[config.mk]
export PLATFORM = sky130hd
export DESIGN_NAME = scandouble_mode_ctrl
export DESIGN_NICKNAME = d
export VERILOG_FILES = /design/src/rtl/scandouble_mode_ctrl.sv
export SDC_FILE = /design/constraint.sdc
export NUM_CORES = 1
export LEC_CHECK = 0
export BUFFER_PORTS_ARGS = -buffer_cell sky130_fd_sc_hd__clkbuf_2
export CORE_ASPECT_RATIO = 1.5
export CORE_MARGIN = 2
export CORE_UTILIZATION = 45
export DETAILED_ROUTE_END_ITERATION = 6
export PLACE_DENSITY = 0.58
export SKIP_CTS_REPAIR_TIMING = 1
export SLEW_MARGIN = 20
export SYNTH_ARGS = -nofsm -noshare
export SYNTH_HDL_FRONTEND = slang
export SYNTH_SLANG_ARGS = --single-unit
[constraint.sdc]
create_clock -name clk_peripheral_n -period 2.6 [get_ports clk_peripheral_n]
set_input_delay 0.52 -clock clk_peripheral_n [delete_from_list [all_inputs] [get_ports clk_peripheral_n]]
set_output_delay 0.52 -clock clk_peripheral_n [all_outputs]
set_load 0.03 [all_outputs]
[src/rtl/scandouble_mode_ctrl.sv]
// scandouble_mode_ctrl
//
// Sequences 15k/31k scandoubler mode changes so the display never sees a
// mid-frame switch. A mode request is taken at a frame boundary, the video is
// blanked for BLANK_FRAMES frames in the old mode, the scandouble select is
// flipped, and blanking is held for SETTLE_FRAMES frames while the monitor
// re-locks. A watchdog substitutes a synthetic frame edge when vsync is absent.
//
// Ports:
//   clk_peripheral_n  in   system clock, rising-edge active
//   reset_n           in   asynchronous active-low reset
//   scandouble_req    in   requested mode (1 = 31k), asynchronous level
//   vsync             in   native frame sync, active-low, asynchronous
//   bypass            in   (SCANDOUBLE_MODE_CTRL_BYPASS_EN only) pass req straight through
//   scandouble        out  mode select to the scandoubler
//   blank             out  1 = force RGB to zero downstream
//   busy              out  1 = sequence in progress
//   frame_tick        out  one-cycle pulse per detected vsync falling edge
//
// Optional feature macro: SCANDOUBLE_MODE_CTRL_BYPASS_EN adds the bypass input.

module scandouble_mode_ctrl #(
    parameter int unsigned BLANK_FRAMES     = 2,
    parameter int unsigned SETTLE_FRAMES    = 4,
    parameter int unsigned TIMEOUT_CYCLES   = 1048576,
    parameter logic        SCANDOUBLE_RESET = 1'b1
) (
    input  logic clk_peripheral_n,
    input  logic reset_n,
    input  logic scandouble_req,
    input  logic vsync,
`ifdef SCANDOUBLE_MODE_CTRL_BYPASS_EN
    input  logic bypass,
`endif
    output logic scandouble,
    output logic blank,
    output logic busy,
    output logic frame_tick
);

    localparam int unsigned    WdW       = $clog2(TIMEOUT_CYCLES);
    localparam logic [WdW-1:0] WdMax     = WdW'(TIMEOUT_CYCLES - 1);
    localparam logic [WdW-1:0] WdOne     = WdW'(1);
    localparam logic [3:0]     BlankCnt  = 4'(BLANK_FRAMES);
    localparam logic [3:0]     SettleCnt = 4'(SETTLE_FRAMES);

    typedef enum logic [2:0] {
        StIdle,
        StWaitVs,
        StBlank,
        StSwitch,
        StSettle
    } state_e;

    state_e         state_q, state_d;
    logic [3:0]     cnt_q, cnt_d;
    logic [WdW-1:0] wd_q, wd_d;
    logic           target_q, target_d;
    logic           sd_q, sd_d;
    logic           tick_q;

    // Synchronisers; vsync idles high so its flops reset high to avoid a
    // spurious edge straight out of reset.
    logic vs_meta_q, vs_sync_q, vs_prev_q;
    logic req_meta_q, req_sync_q;
    logic byp_active;

    always_ff @(posedge clk_peripheral_n or negedge reset_n) begin
        if (!reset_n) begin
            vs_meta_q  <= 1'b1;
            vs_sync_q  <= 1'b1;
            vs_prev_q  <= 1'b1;
            req_meta_q <= SCANDOUBLE_RESET;
            req_sync_q <= SCANDOUBLE_RESET;
        end else begin
            vs_meta_q  <= vsync;
            vs_sync_q  <= vs_meta_q;
            vs_prev_q  <= vs_sync_q;
            req_meta_q <= scandouble_req;
            req_sync_q <= req_meta_q;
        end
    end

`ifdef SCANDOUBLE_MODE_CTRL_BYPASS_EN
    logic byp_meta_q, byp_sync_q;

    always_ff @(posedge clk_peripheral_n or negedge reset_n) begin
        if (!reset_n) begin
            byp_meta_q <= 1'b0;
            byp_sync_q <= 1'b0;
        end else begin
            byp_meta_q <= bypass;
            byp_sync_q <= byp_meta_q;
        end
    end

    assign byp_active = byp_sync_q;
`else
    assign byp_active = 1'b0;
`endif

    logic frame_edge;
    logic counting;
    logic timeout;
    logic frame_ev;

    assign frame_edge = vs_prev_q & ~vs_sync_q;
    assign counting   = (state_q == StWaitVs) || (state_q == StBlank) || (state_q == StSettle);
    assign timeout    = counting && (wd_q == WdMax);
    // A watchdog expiry stands in for a missing frame edge.
    assign frame_ev   = frame_edge | timeout;

    always_comb begin
        state_d  = state_q;
        cnt_d    = cnt_q;
        target_d = target_q;
        sd_d     = sd_q;
        wd_d     = wd_q;

        case (state_q)
            StIdle: begin
                if (req_sync_q != sd_q) begin
                    target_d = req_sync_q;
                    state_d  = StWaitVs;
                end
            end
            StWaitVs: begin
                if (frame_ev) begin
                    cnt_d   = 4'd0;
                    state_d = StBlank;
                end
            end
            StBlank: begin
                if (frame_ev) begin
                    cnt_d = cnt_q + 4'd1;
                    if (cnt_q + 4'd1 == BlankCnt) begin
                        state_d = StSwitch;
                    end
                end
            end
            StSwitch: begin
                // Edges seen here are ignored so nothing is counted twice.
                sd_d    = target_q;
                cnt_d   = 4'd0;
                state_d = StSettle;
            end
            StSettle: begin
                if (frame_ev) begin
                    cnt_d = cnt_q + 4'd1;
                    if (cnt_q + 4'd1 == SettleCnt) begin
                        state_d = StIdle;
                    end
                end
            end
            default: begin
                state_d = StIdle;
            end
        endcase

        // Bypass parks the sequencer and tracks the request directly.
        if (byp_active) begin
            state_d = StIdle;
            sd_d    = req_sync_q;
        end

        if (!counting || frame_ev || (state_d != state_q)) begin
            wd_d = '0;
        end else begin
            wd_d = wd_q + WdOne;
        end
    end

    always_ff @(posedge clk_peripheral_n or negedge reset_n) begin
        if (!reset_n) begin
            state_q  <= StSettle;
            cnt_q    <= 4'd0;
            wd_q     <= '0;
            target_q <= SCANDOUBLE_RESET;
            sd_q     <= SCANDOUBLE_RESET;
            tick_q   <= 1'b0;
        end else begin
            state_q  <= state_d;
            cnt_q    <= cnt_d;
            wd_q     <= wd_d;
            target_q <= target_d;
            sd_q     <= sd_d;
            tick_q   <= frame_edge;
        end
    end

    assign busy       = (state_q != StIdle) & ~byp_active;
    assign blank      = ((state_q == StBlank) || (state_q == StSwitch) || (state_q == StSettle))
                        & ~byp_active;
    assign scandouble = byp_active ? req_sync_q : sd_q;
    assign frame_tick = tick_q;

endmodule

[Word-level counts from Yosys, hierarchy flattened]
Index checks and enable logic that the tools add are counted.
Word-level totals
  flip-flop bits (word level): 35
  input bits: 4
  output and inout bits: 4
  word-level logic and storage cells: 52
Operators by class
  add/subtract/negate cells: 2
  eq/ne operators: 11
  mux-type cells: 11
  bitwise operators: 3
  reduce and logical (&&, ||, !) cells: 14
Operators with widths (number)
  $add 20x1->20 const B: 1
  $eq 20x20->1 const B: 1
  $mux 20: 1
  $mux 3: 6
  $pmux 3 s5: 1
  $pmux 4 s3: 1
  $mux 4: 2
  $eq 3x2->1 const B: 2
  $logic_or 1x1->1: 6
  $reduce_bool 3->1: 2
  $add 4x1->4 const B: 1
  $eq 4x2->1 const B: 1
  $eq 4x3->1 const B: 1
  $eq 3x1->1 const B: 1
  $eq 3x3->1 const B: 1
  $logic_not 3->1: 1
  $ne 3x3->1: 1
  $reduce_and 3->1: 1
  $ne 2x1->1 const B: 1
  $ne 2x2->1 const B: 1
  $reduce_and 2->1: 1
  $reduce_or 2->1: 1
  $and 1x1->1: 1
  $logic_and 1x1->1: 1
  other kinds (4): 4

[Logic depth before layout (Yosys ltp)]
Gate-level depths: netlist (run 1).
  depth in word-level cells: 10
  mapped depth: 8

[Worst setup path before layout (run 1)]
No wires, ideal clock.
  path kind: register to output
  from: register state_q[1]
  to: output port blank
  arrival: 1448 ps
  data required time: 2080 ps
  slack: 632 ps
  cell stages (with the launch flop): 4
  buffers on the path: 1
  cell sequence: dfrtp_1 buf_4 clkinv_1 o21ai_0
On the way
  longest elaborated chain between the ends: 3
  elaborated cells between the ends (all ways): 5
  those cells by class: eq/ne (3); reduce/logical (2)
RTL lines
  start: declaration: RTL line 55  | state_e state_q, state_d;
  start signal: assignment: RTL line 175  | state_q <= StSettle;
  start signal: assignment: RTL line 182  | state_q <= state_d;
  $eq 3x2->1: RTL line 192  | assign blank = ((state_q == StBlank) || (state_q == StSwitch) || (state_q == StSettle))
  $logic_or 1x1->1: RTL line 192
  $logic_or 1x1->1 *: RTL line 192
  end: declaration: RTL line 36  | output logic blank,
Mark *: on every way between the ends. The rest lies on a longest branch, timed or not.

[Final worst setup path (run 1)]
  from: register state_q[2]
  to: output port blank
Same word-level chain as after synthesis.

==> summary.md, run 1 <==
- **H-tree level count** 2
- **Pint** 1.22 mW
- **gate count after technology mapping** 184
- **setup repair after global routing missed its margin** false
- **# DRC** 0
- **effective utilization at floorplan** 46.7%
- **TritonCTS Buffers** 5
- **Post-synth top flop** sky130_fd_sc_hd__dfrtp_1
- **number of top-level pins** 8
- **leakage power** 0.870 nW
- **overall global routing resource usage** 18.2%
- **placed wire-length estimate** 2660 um
- **worst hold-check path type** in2reg
- **sum of negative setup slack** 0 ns
- **maximum count of clock buffers along a single path** 2
- **number of enable flip-flop cells after synthesis** 0
- **clock latency of the later-clocked register in the worst-skew pair** 0.29 ns
- **proportion of power drawn by the clock network** 25.4%
- **Critical-path top delay cell** sky130_fd_sc_hd__dfstp_2
- **layout filler cell count** 388
- **Placed Instance Area** 0.00189 mm2
- **max-slew headroom at the worst pin** 40.7%
- **Flop pwr share** 40.2%
- **ratio of total power to cell area** 995 mW/mm2
- **switching part of the total power** 39.2%
- **Synth-to-Final Area Change** 9.84%
- **via count of the first global-routing pass** 1,370
- **status** finished clean
- **Crit. End Element** primary output
- **final core utilization** 51.2%
- **sequential-to-total area share from yosys stat** 48.4%
- **Initial DRC Count** 67
- **gpl congestion** 0.909
- **max-cap check violation count** 0
- **number of distinct library cells after synthesis** 49
- **Avg Synthesized Cell Area** 9.95 um2
- **Crit path arrival time** 1.77 ns
- **actual transition at the worst max-transition pin** 0.890 ns
- **share of the synthesized area in the top cell type** 36.9%
- **Worst Skew** 0.0100 ns
- **final non-filler cell area** 0.00201 mm2
- **combined area of all synthesized cells** 0.00183 mm2
- **layout cell share with drive strength beyond 1** 18.1%
- **library cell used as clock root buffer** sky130_fd_sc_hd__clkbuf_8
- **final hold violation count** 0
- **Final Total Pwr** 2.00 mW
- **remaining global-route overflow** 0
- **pin count of the biggest net entering global routing** 36
- **Max stage delay on crit path** 0.64 ns
- **antenna-violating nets left** 0
- **TritonCTS clock tree** yes
- **die extent in y** 82.1 um
- **initial antenna violation count** 0
- **DRT Wirelength** 3760 um
- **Post-layout nets** 199
- **first drt pass iteration count** 4
- **Max IR drop VDD** 0.717 mV
- **ordered list of cells on the worst path** or3b_2 -> o21ai_0 -> clkbuf_2
- **flip-flop and latch count after synthesis** 35
- **final std cells w/o fill** 238
- **commonest cells in the synthesized netlist** sky130_fd_sc_hd__dfrtp_1 (27), sky130_fd_sc_hd__nor2_1 (26), sky130_fd_sc_hd__o21ai_0 (14)
- **most frequently used cell type in the post-synthesis netlist** sky130_fd_sc_hd__dfrtp_1
- **highest clock rate** 436 MHz
- **detail-routed net length per standard cell** 15.8 um
- **syn_nets** 191
- **worst slack on hold paths** 0.302 ns
- **number of clock sinks** 35
- **core area** 0.00392 mm2
- **final antenna diode count** 0
- **post-DR vias/cell** 5.74
- **share of synthesized flip-flops with an asynchronous set or reset** 100%
- **std cell rows** 28
- **startpoint kind of the worst setup timing path** flop
- **Yosys Warn Count** 0
- **port bufs** 7
- **Switching Power** 783 uW
- **final period utilization** 88.2%
- **post-synthesis cell type with the largest combined area** sky130_fd_sc_hd__dfrtp_1
- **horizontal extent of the die** 56.1 um
- **WS Path Type** reg2out
- **portion of total power attributed to combinational logic** 34.4%
- **setup ws final** 0.306 ns
- **clock input transition at the sequential cells of the worst setup and hold paths** 0.08 ns
- **pins over their slew limit** 0
- **top cells by area in the synthesized netlist** sky130_fd_sc_hd__dfrtp_1 (37%), sky130_fd_sc_hd__dfstp_2 (11%), sky130_fd_sc_hd__xor2_1 (5.7%)
- **total number of vias** 1,366
- **Post-Place Worst Slack** 0.575 ns
- **highest fanout seen on the critical path** 13
- **Final setup violation count** 0
- **first-pass GRT wire length** 6370 um
- **die outline area** 0.00460 mm2
- **Period minus WS final** 2.29 ns
- **number of placed instances with taps included** 230
- **CP required** 2.08 ns
[registers in the layout, summed over array words and instances, names as in the netlist]
register and cells:
state_q 3, wd_q 20, req_meta_q 1, req_sync_q 1, vs_meta_q 1, frame_tick 1, vs_sync_q 1, target_q 1
vs_prev_q 1, cnt_q 4, scandouble 1
[critical path: cells and delay by family (launching register included)]
kind	cells	cell delay [ns]
buffers and inverters	1	0.23
AND/OR/NAND/NOR	1	0.51
flip-flops	1	0.64
AO/OA/AOI/OAI	1	0.10
[power groups by stage]
stage	Combinational [mW]	Sequential [mW]	Clock [mW]
2_1_floorplan	0.554	0.747	0
3_3_place_gp	0.690	0.798	0
3_5_place_dp	0.687	0.806	0
4_1_cts	0.691	0.798	0.523
5_1_grt	0.761	0.819	0.547
6_report	0.688	0.803	0.509
[final timing paths]
path | depth (start not counted) | from | endpoint | slack (ns)
max | 3 | state_q[2] | blank | 0.31
min | 1 | scandouble_req | req_meta_q | 0.30
max reg2reg | 7 | state_q[0] | cnt_q[1] | 0.54
min reg2reg | 0 | req_meta_q | req_sync_q | 0.36
max in group asynchronous | 1 | reset_n | wd_q[16] | 1.69
min in group asynchronous | 1 | reset_n | frame_tick | 0.34
[logic make-up after synthesis]
| kind of cell | after synthesis | share of synthesized area [%] |
|---|---|---|
| AND/OR/NAND/NOR | 77 | 24.0 |
| AO/OA/AOI/OAI | 37 | 13.1 |
| flip-flops | 35 | 48.4 |
| XOR/XNOR | 18 | 8.61 |
| buffers and inverters | 13 | 3.21 |
| adder cells (fa/ha/maj) | 3 | 2.05 |
| multiplexers | 1 | 0.615 |
[layout make-up]
type / instances / area, um2 / share of cell area, %
inverters: 6 / 22.5 / 1.12
multi-input cells: 136 / 886 / 44.1
well taps: 45 / 56.3 / 2.80
repair buffers: 8 / 42.5 / 2.12
clock inverters: 2 / 35.0 / 1.74
clock buffers: 6 / 82.6 / 4.11
flip-flops and latches: 35 / 886 / 44.1
[metal layers]
metal  vias to the layer above  track usage [%]  part of all wire [%]  routed length [um]
met3                        12             4.36                   2.6                  98
met1                       668             20.2                    43                1610
li1                        664                -                     -                   -
met4                         0             11.2                   2.8                 104
met5                         -                0                     0                   0
met2                        22             31.6                    52                1940
[placed cells by master (no fill, tap or decap), drive strengths merged, types with 2 or more instances in the layout]
master  count
a21oi       8
a31oi       2
and2        2
and3        6
and4        3
clkbuf     13
clkinv      2
dfrtp      27
dfstp       8
ha          3
inv         5
nand2       7
nand2b      3
nand3       7
nand3b      2
nand4       6
nor2       27
nor2b       4
nor3        3
o211ai      2
o21ai      14
or3         2
xnor2       6
xor2       12
No activity file was read; power rests on OpenSTA's default activity.
==> run 2, diff against run 1 <==
ABC_AREA = 1   (was not set)
SLEW_MARGIN = 25   (was 20)
TNS_END_PERCENT = 20   (was not set)
==> summary.md, run 2 <==
- **DRT Wirelength** 3320 um, was 3760 um
- **most frequent cells in the layout** sky130_fd_sc_hd__nand2_1 (45), sky130_fd_sc_hd__nor2_1 (36), sky130_fd_sc_hd__inv_1 (30), was sky130_fd_sc_hd__dfrtp_1 (27), sky130_fd_sc_hd__nor2_1 (26), sky130_fd_sc_hd__o21ai_0 (14)
- **Initial DRC Count** 24, was 67
- **combined area of all synthesized cells** 0.00181 mm2, was 0.00183 mm2
- **number of enable flip-flop cells after synthesis** 0, unchanged
- **synthesized-area fraction occupied by adder cells** 2.07%, was 2.05%
- **WS Path Type** reg2out, unchanged
- **setup repair after global routing missed its margin** false, unchanged
- **sum of negative setup slack** 0 ns, unchanged
- **clock input transition at the sequential cells of the worst setup and hold paths** 0.06 ns, was 0.08 ns
- **pins over their slew limit** 0, unchanged
- **die outline area** 0.00456 mm2, was 0.00460 mm2
- **Period minus WS final** 1.99 ns, was 2.29 ns
- **layout filler cell count** 387, was 388
- **commonest cells in the synthesized netlist** sky130_fd_sc_hd__nand2_1 (45), sky130_fd_sc_hd__nor2_1 (36), sky130_fd_sc_hd__inv_1 (30), was sky130_fd_sc_hd__dfrtp_1 (27), sky130_fd_sc_hd__nor2_1 (26), sky130_fd_sc_hd__o21ai_0 (14)
- **layout cell share with drive strength beyond 1** 15.5%, was 18.1%
- **effective utilization at floorplan** 46.6%, was 46.7%
- **final core utilization** 50.9%, was 51.2%
- **status** finished clean, unchanged
- **max-cap check violation count** 0, unchanged
- **first drt pass iteration count** 6, was 4
- **max-slew headroom at the worst pin** 43.2%, was 40.7%
- **ratio of total power to cell area** 779 mW/mm2, was 995 mW/mm2
- **share of synthesized flip-flops with an asynchronous set or reset** 100%, unchanged
- **first-pass GRT wire length** 5950 um, was 6370 um
- **Max IR drop VDD** 0.504 mV, was 0.717 mV
- **total number of vias** 1,340, was 1,366
- **placed wire-length estimate** 2490 um, was 2660 um
- **Post-layout nets** 238, was 199
- **maximum count of clock buffers along a single path** 2, unchanged
- **reg-to-reg setup timing slack** 0.85 ns, was 0.54 ns
- **Worst R2R Path Depth** 10, was 7
- **highest fanout seen on the critical path** 5, was 13
- **gate count after technology mapping** 219, was 184
- **port bufs** 7, unchanged
- **# DRC** 0, unchanged
- **Crit path arrival time** 1.47 ns, was 1.77 ns
- **worst r2r src** wd_q[0], was state_q[0]
- **gpl congestion** 0.905, was 0.909
- **post-DR vias/cell** 4.84, was 5.74
- **area occupied by multi-input gates** 791 um2, was 886 um2
- **top cells by area in the synthesized netlist** sky130_fd_sc_hd__dfrtp_1 (37%), sky130_fd_sc_hd__dfstp_2 (12%), sky130_fd_sc_hd__nand2_1 (9.3%), was sky130_fd_sc_hd__dfrtp_1 (37%), sky130_fd_sc_hd__dfstp_2 (11%), sky130_fd_sc_hd__xor2_1 (5.7%)
- **register with the highest flop count** wd_q, unchanged
- **worst reg2reg path endpoint** cnt_q[3], was cnt_q[1]
- **initial antenna violation count** 0, unchanged
- **CP required** 2.08 ns, about the same
- **die extent in y** 81.7 um, was 82.1 um
- **most frequently used cell type in the post-synthesis netlist** sky130_fd_sc_hd__nand2_1, was sky130_fd_sc_hd__dfrtp_1
- **overall global routing resource usage** 17.1%, was 18.2%
- **number of placed instances with taps included** 269, was 230
- **worst hold stages** 1, unchanged
- **core area** 0.00389 mm2, was 0.00392 mm2
- **start point of the worst hold path** scandouble_req, unchanged
- **highest clock rate** 501 MHz, was 436 MHz
- **Final setup violation count** 0, unchanged
- **remaining global-route overflow** 0, unchanged
- **TritonCTS Buffers** 5, unchanged
- **number of flip-flops under the largest register name** 20, unchanged
- **leakage power** 0.925 nW, was 0.870 nW
- **final antenna diode count** 0, unchanged
- **mux cell area share after synthesis** 0%, was 0.615%
- **area taken by flip-flops and latches** 886 um2, unchanged
- **area share of and/or/nand/nor cells after synthesis** 33.6%, was 24.0%
- **xor and xnor area share after synthesis** 6.28%, was 8.61%
- **syn_nets** 226, was 191
- **clock latency of the later-clocked register in the worst-skew pair** 0.28 ns, was 0.29 ns
- **final period utilization** 76.7%, was 88.2%
- **share of the synthesized area in the top cell type** 37.3%, was 36.9%
- **WHS Endpoint** req_meta_q, unchanged
- **Worst Skew** 0.00375 ns, was 0.0100 ns
- **final std cells w/o fill** 277, was 238
- **Avg Synthesized Cell Area** 8.27 um2, was 9.95 um2
- **largest family of logic cells by synthesized area** simple AND/OR/NAND/NOR gates, unchanged
- **Synth-to-Final Area Change** 9.32%, was 9.84%
- **antenna-violating nets left** 0, unchanged
- **worst hold-check path type** in2reg, unchanged
- **most common cell after layout, fill and taps aside** sky130_fd_sc_hd__nand2_1, was sky130_fd_sc_hd__dfrtp_1
- **startpoint kind of the worst setup timing path** flop, unchanged
- **critical path startpoint** state_q[2], unchanged
- **number of top-level pins** 8, unchanged
- **pin count of the biggest net entering global routing** 36, unchanged
- **std cell rows** 28, unchanged
- **post-synthesis cell type with the largest combined area** sky130_fd_sc_hd__dfrtp_1, unchanged
- **horizontal extent of the die** 55.8 um, was 56.1 um
- **sequential-to-total area share from yosys stat** 48.9%, was 48.4%
- **library cell used as clock root buffer** sky130_fd_sc_hd__clkbuf_8, unchanged
- **Post-synth top flop** sky130_fd_sc_hd__dfrtp_1, unchanged
- **Crit. End Element** primary output, unchanged
- **TritonCTS clock tree** yes, unchanged
- **Yosys Warn Count** 0, unchanged
- **flip-flop and latch count after synthesis** 35, unchanged
- **detail-routed net length per standard cell** 12.0 um, was 15.8 um
- **Final Total Pwr** 1.54 mW, was 2.00 mW
- **actual transition at the worst max-transition pin** 0.852 ns, was 0.890 ns
- **Regs by FF count** wd_q (20), cnt_q (4), state_q (3), unchanged
- **via count of the first global-routing pass** 1,414, was 1,370
- **number of distinct library cells after synthesis** 24, was 49
- **number of clock sinks** 35, unchanged
- **H-tree level count** 2, unchanged
- **Compound-Gate Fraction of Synth Area** 1.73%, was 13.1%
- **final hold violation count** 0, unchanged
[run 2: cell count changes after synthesis, sizes merged, moves of 5 or more]
cell and change:
inv +25, nor3 +6, o21ai -13, xor2 -5, nand2 +43, and3 -6
nand3 +15, nor2 +13
[run 2: how the worst max path moves through the flow]
| stage | cells after the start | end | slack, ns |
|---|---|---|---|
| after CTS | 6 | blank | 0.60 |
| after global routing | 6 | blank | 0.45 |
| final | 6 | blank | 0.61 |
| after global placement | 10 | cnt_q[0] | 0.89 |
| after detailed placement | 10 | cnt_q[3] | 0.82 |
| after floorplan | 5 | blank | 1.05 |
[run 2: per-layer routing]
metal  vias up  global-route usage (%)  share of wire [%]
li1        708                       -                  -
met1       610                    17.7                 43
met2        13                    32.3                 53
met3         9                    3.94                2.2
met4         0                    8.78                2.5
met5         -                       0                  0
[run 2: where the power goes]
part           internal, mW  total (mW)  switching, mW
Sequential            0.623       0.675         0.0521
Combinational         0.123       0.444          0.322
Clock                 0.242       0.423          0.182
Total                 0.987        1.54          0.555
[run 2: cell families after synthesis]
kind of cell / Yosys count
and+or+nand+nor: 130
xor gates and xnor gates: 13
buffers and inverters: 32
DFF: 35
adders and majority gates: 3
AOI/OAI and AO/OA: 6
[run 2: critical path, cell delays in order (launching register included)]
cell	delay [ns]
sky130_fd_sc_hd__dfstp_2	0.54
sky130_fd_sc_hd__inv_1	0.06
sky130_fd_sc_hd__nand3_1	0.13
sky130_fd_sc_hd__nand2_1	0.09
sky130_fd_sc_hd__inv_1	0.13
sky130_fd_sc_hd__nand2_1	0.07
sky130_fd_sc_hd__clkbuf_2	0.18
[run 2: layout make-up]
class / count / area share, %
repair buffers: 7 / 1.77
well taps: 45 / 2.84
flip-flops and latches: 35 / 44.7
clock buffers: 8 / 5.05
inverters: 30 / 5.69
multi-input cells: 152 / 39.9
[run 2: metrics by stage]
stage / setup WS, ns / hold slack, ns / cell area, um2
floorplan: 1.05 / 0.224 / 1810
CTS: 0.595 / 0.307 / 1980
finish: 0.606 / 0.318 / 1980
detailed placement: 0.824 / 0.347 / 1880
global placement: 0.894 / 0.346 / 1880
global route: 0.447 / 0.306 / 1980
==> run 3, diff against run 2 <==
ABC_AREA = 0   (was 1)
PLACE_DENSITY = 0.61   (was 0.58)
clock period = 1.8 ns   (was 2.6 ns; I/O delays follow)
==> summary.md, run 3 (synthesis gave the netlist of run 1 again) <==
- **overall global routing resource usage** 20.8%, was 17.1%
- **Post-layout nets** 225, was 238
- **gpl congestion** 0.943, was 0.905
- **post-DR vias/cell** 5.53, was 4.84
- **number of top-level pins** 8, unchanged
- **horizontal extent of the die** 56.1 um, was 55.8 um
- **pins over their slew limit** 0, unchanged
- **register with the highest flop count** wd_q, unchanged
- **final std cells w/o fill** 264, was 277
- **pin count of the biggest net entering global routing** 36, unchanged
- **Regs by FF count** wd_q (20), cnt_q (4), state_q (3), unchanged
- **Crit. End Element** primary output, unchanged
- **Placed Instance Area** 0.00208 mm2, was 0.00188 mm2
- **Period minus WS final** 1.87 ns
- **Max stage delay on crit path** 0.59 ns, was 0.54 ns
- **H-tree level count** 2, unchanged
- **Worst R2R Path Depth** 7, was 10
- **Final setup violation count** 2, was 0
- **max-cap check violation count** 0, unchanged
- **startpoint kind of the worst setup timing path** flop, unchanged
- **worst r2r src** state_q[0], was wd_q[0]
- **number of placed instances with taps included** 255, was 269
- **violations in the final reports** setup timing
- **initial antenna violation count** 0, unchanged
- **remaining global-route overflow** 0, unchanged
- **ordered list of cells on the worst path** or3b_4 -> o21ai_2 -> buf_6, was inv_1 -> nand3_1 -> nand2_1 -> inv_1 -> nand2_1 -> clkbuf_2
- **Worst Skew** 0.00460 ns, was 0.00375 ns
- **reg-to-reg setup timing slack** 0.01 ns, was 0.85 ns
- **clock input transition at the sequential cells of the worst setup and hold paths** 0.08 ns, was 0.06 ns
- **Max IR drop VDD** 0.903 mV, was 0.504 mV
- **most frequent cells in the layout** sky130_fd_sc_hd__buf_4 (27), sky130_fd_sc_hd__nor2_1 (26), sky130_fd_sc_hd__dfrtp_1 (26), was sky130_fd_sc_hd__nand2_1 (45), sky130_fd_sc_hd__nor2_1 (36), sky130_fd_sc_hd__inv_1 (30)
- **worst hold-check path type** in2async, was in2reg
- **ratio of total power to cell area** 1450 mW/mm2, was 779 mW/mm2
- **placed wire-length estimate** 3120 um, was 2490 um
- **setup repair after global routing missed its margin** true, was false
- **final non-filler cell area** 0.00225 mm2, was 0.00198 mm2
- **library cell used as clock root buffer** sky130_fd_sc_hd__clkbuf_8, unchanged
- **maximum count of clock buffers along a single path** 2, unchanged
- **Initial DRC Count** 42, was 24
- **die extent in y** 82.1 um, was 81.7 um
- **number of clock sinks** 35, unchanged
- **Crit path arrival time** 1.51 ns, was 1.47 ns
- **first drt pass iteration count** 4, was 6
- **TritonCTS clock tree** yes, unchanged
- **core area** 0.00392 mm2, was 0.00389 mm2
- **die outline area** 0.00460 mm2, was 0.00456 mm2
- **Post-Place Worst Slack** 0.00912 ns, was 0.824 ns
- **std cell rows** 28, unchanged
- **leakage power** 0.998 nW, was 0.925 nW
- **effective utilization at floorplan** 46.7%, was 46.6%
- **detail-routed net length per standard cell** 16.0 um, was 12.0 um
- **final hold violation count** 0, unchanged
- **Synth-to-Final Area Change** 22.8%, was 9.32%
- **max-slew headroom at the worst pin** 70.3%, was 43.2%
- **port bufs** 7, unchanged
- **final antenna diode count** 0, unchanged
- **Critical-path top delay cell** sky130_fd_sc_hd__dfstp_2, unchanged
- **clock latency of the later-clocked register in the worst-skew pair** 0.29 ns, was 0.28 ns
- **antenna-violating nets left** 0, unchanged
- **actual transition at the worst max-transition pin** 0.446 ns, was 0.852 ns
- **worst slack on hold paths** 0.0946 ns, was 0.318 ns
- **setup ws final** -0.0680 ns, was 0.606 ns
- **via count of the first global-routing pass** 1,522, was 1,414
- **first-pass GRT wire length** 7220 um, was 5950 um
- **total number of vias** 1,459, was 1,340
- **layout cell share with drive strength beyond 1** 31.1%, was 15.5%
- **TritonCTS Buffers** 5, unchanged
- **# DRC** 0, unchanged
- **WS Path Type** reg2out, unchanged
- **highest clock rate** 535 MHz
- **highest fanout seen on the critical path** 7, was 5
- **status** finished, violations left, was finished clean
- **most common cell after layout, fill and taps aside** sky130_fd_sc_hd__buf_4, was sky130_fd_sc_hd__nand2_1
- **worst reg2reg path endpoint** state_q[0], was cnt_q[3]
- **CP required** 1.44 ns, was 2.08 ns
- **final period utilization** 104%
- **number of flip-flops under the largest register name** 20, unchanged
- **DRT Wirelength** 4210 um, was 3320 um
## run 3: cell types whose count changed in the layout (fill, tap and decap cells not counted), moves of 6 or more
cell and change:
sky130_fd_sc_hd__buf_4 +27, sky130_fd_sc_hd__nor2_1 -10, sky130_fd_sc_hd__o21ai_0 +12, sky130_fd_sc_hd__nand2_1 -38
sky130_fd_sc_hd__nand3_1 -13, sky130_fd_sc_hd__inv_1 -26, sky130_fd_sc_hd__nor3_1 -6
## run 3: how the worst max path moves through the flow
stage / startpoint / to / slack, ns / cells after the start
global route: state_q[1] / cnt_q[2] / -0.16 / 6
detailed placement: state_q[2] / cnt_q[1] / 0.009 / 7
finish: state_q[2] / blank / -0.07 / 3
floorplan: wd_q[0] / state_q[0] / 0.03 / 6
CTS: state_q[2] / blank / -0.22 / 3
global placement: wd_q[12] / state_q[2] / -0.03 / 5
## run 3: stage by stage
stage / setup TNS [ns] / power (mW) / util, %
floorplan: 0 / 1.88 / -
global placement: -0.0259 / 2.38 / 53.0
detailed placement: 0 / 2.44 / 53.0
CTS: -0.270 / 3.16 / 55.9
global route: -1.25 / 3.49 / 57.3
finish: -0.0922 / 3.26 / 57.3
## run 3: layout make-up
type,instances,area [um2]
Tap cell,45,56.3
Multi-Input combinational cell,136,925
Clock buffer,5,68.8
Fill cell,348,1680
Inverter,6,22.5
Sequential cell,35,887
Timing Repair Buffer,34,244
Clock inverter,3,43.8
## run 3: critical path: cells and delay by family (launching register included)
family	cells	cell delay, ns
buf+inv	1	0.14
compound gates	1	0.07
flops	1	0.59
simple gates	1	0.41
## run 3: metal layers
| metal | track usage, % | vias up | share of wire, % |
|---|---|---|---|
| met3 | 4.36 | 11 | 1.9 |
| met4 | 11.7 | 0 | 2.7 |
| met5 | 0 | - | 0 |
| li1 | - | 712 | - |
| met2 | 38.6 | 23 | 56 |
| met1 | 21.8 | 713 | 39 |
## run 3: report_power, final
part	internal, mW	total (mW)	switching (mW)
combinational	0.671	1.44	0.772
sequential	0.944	1.10	0.158
clock	0.412	0.714	0.302
total	2.03	3.26	1.23
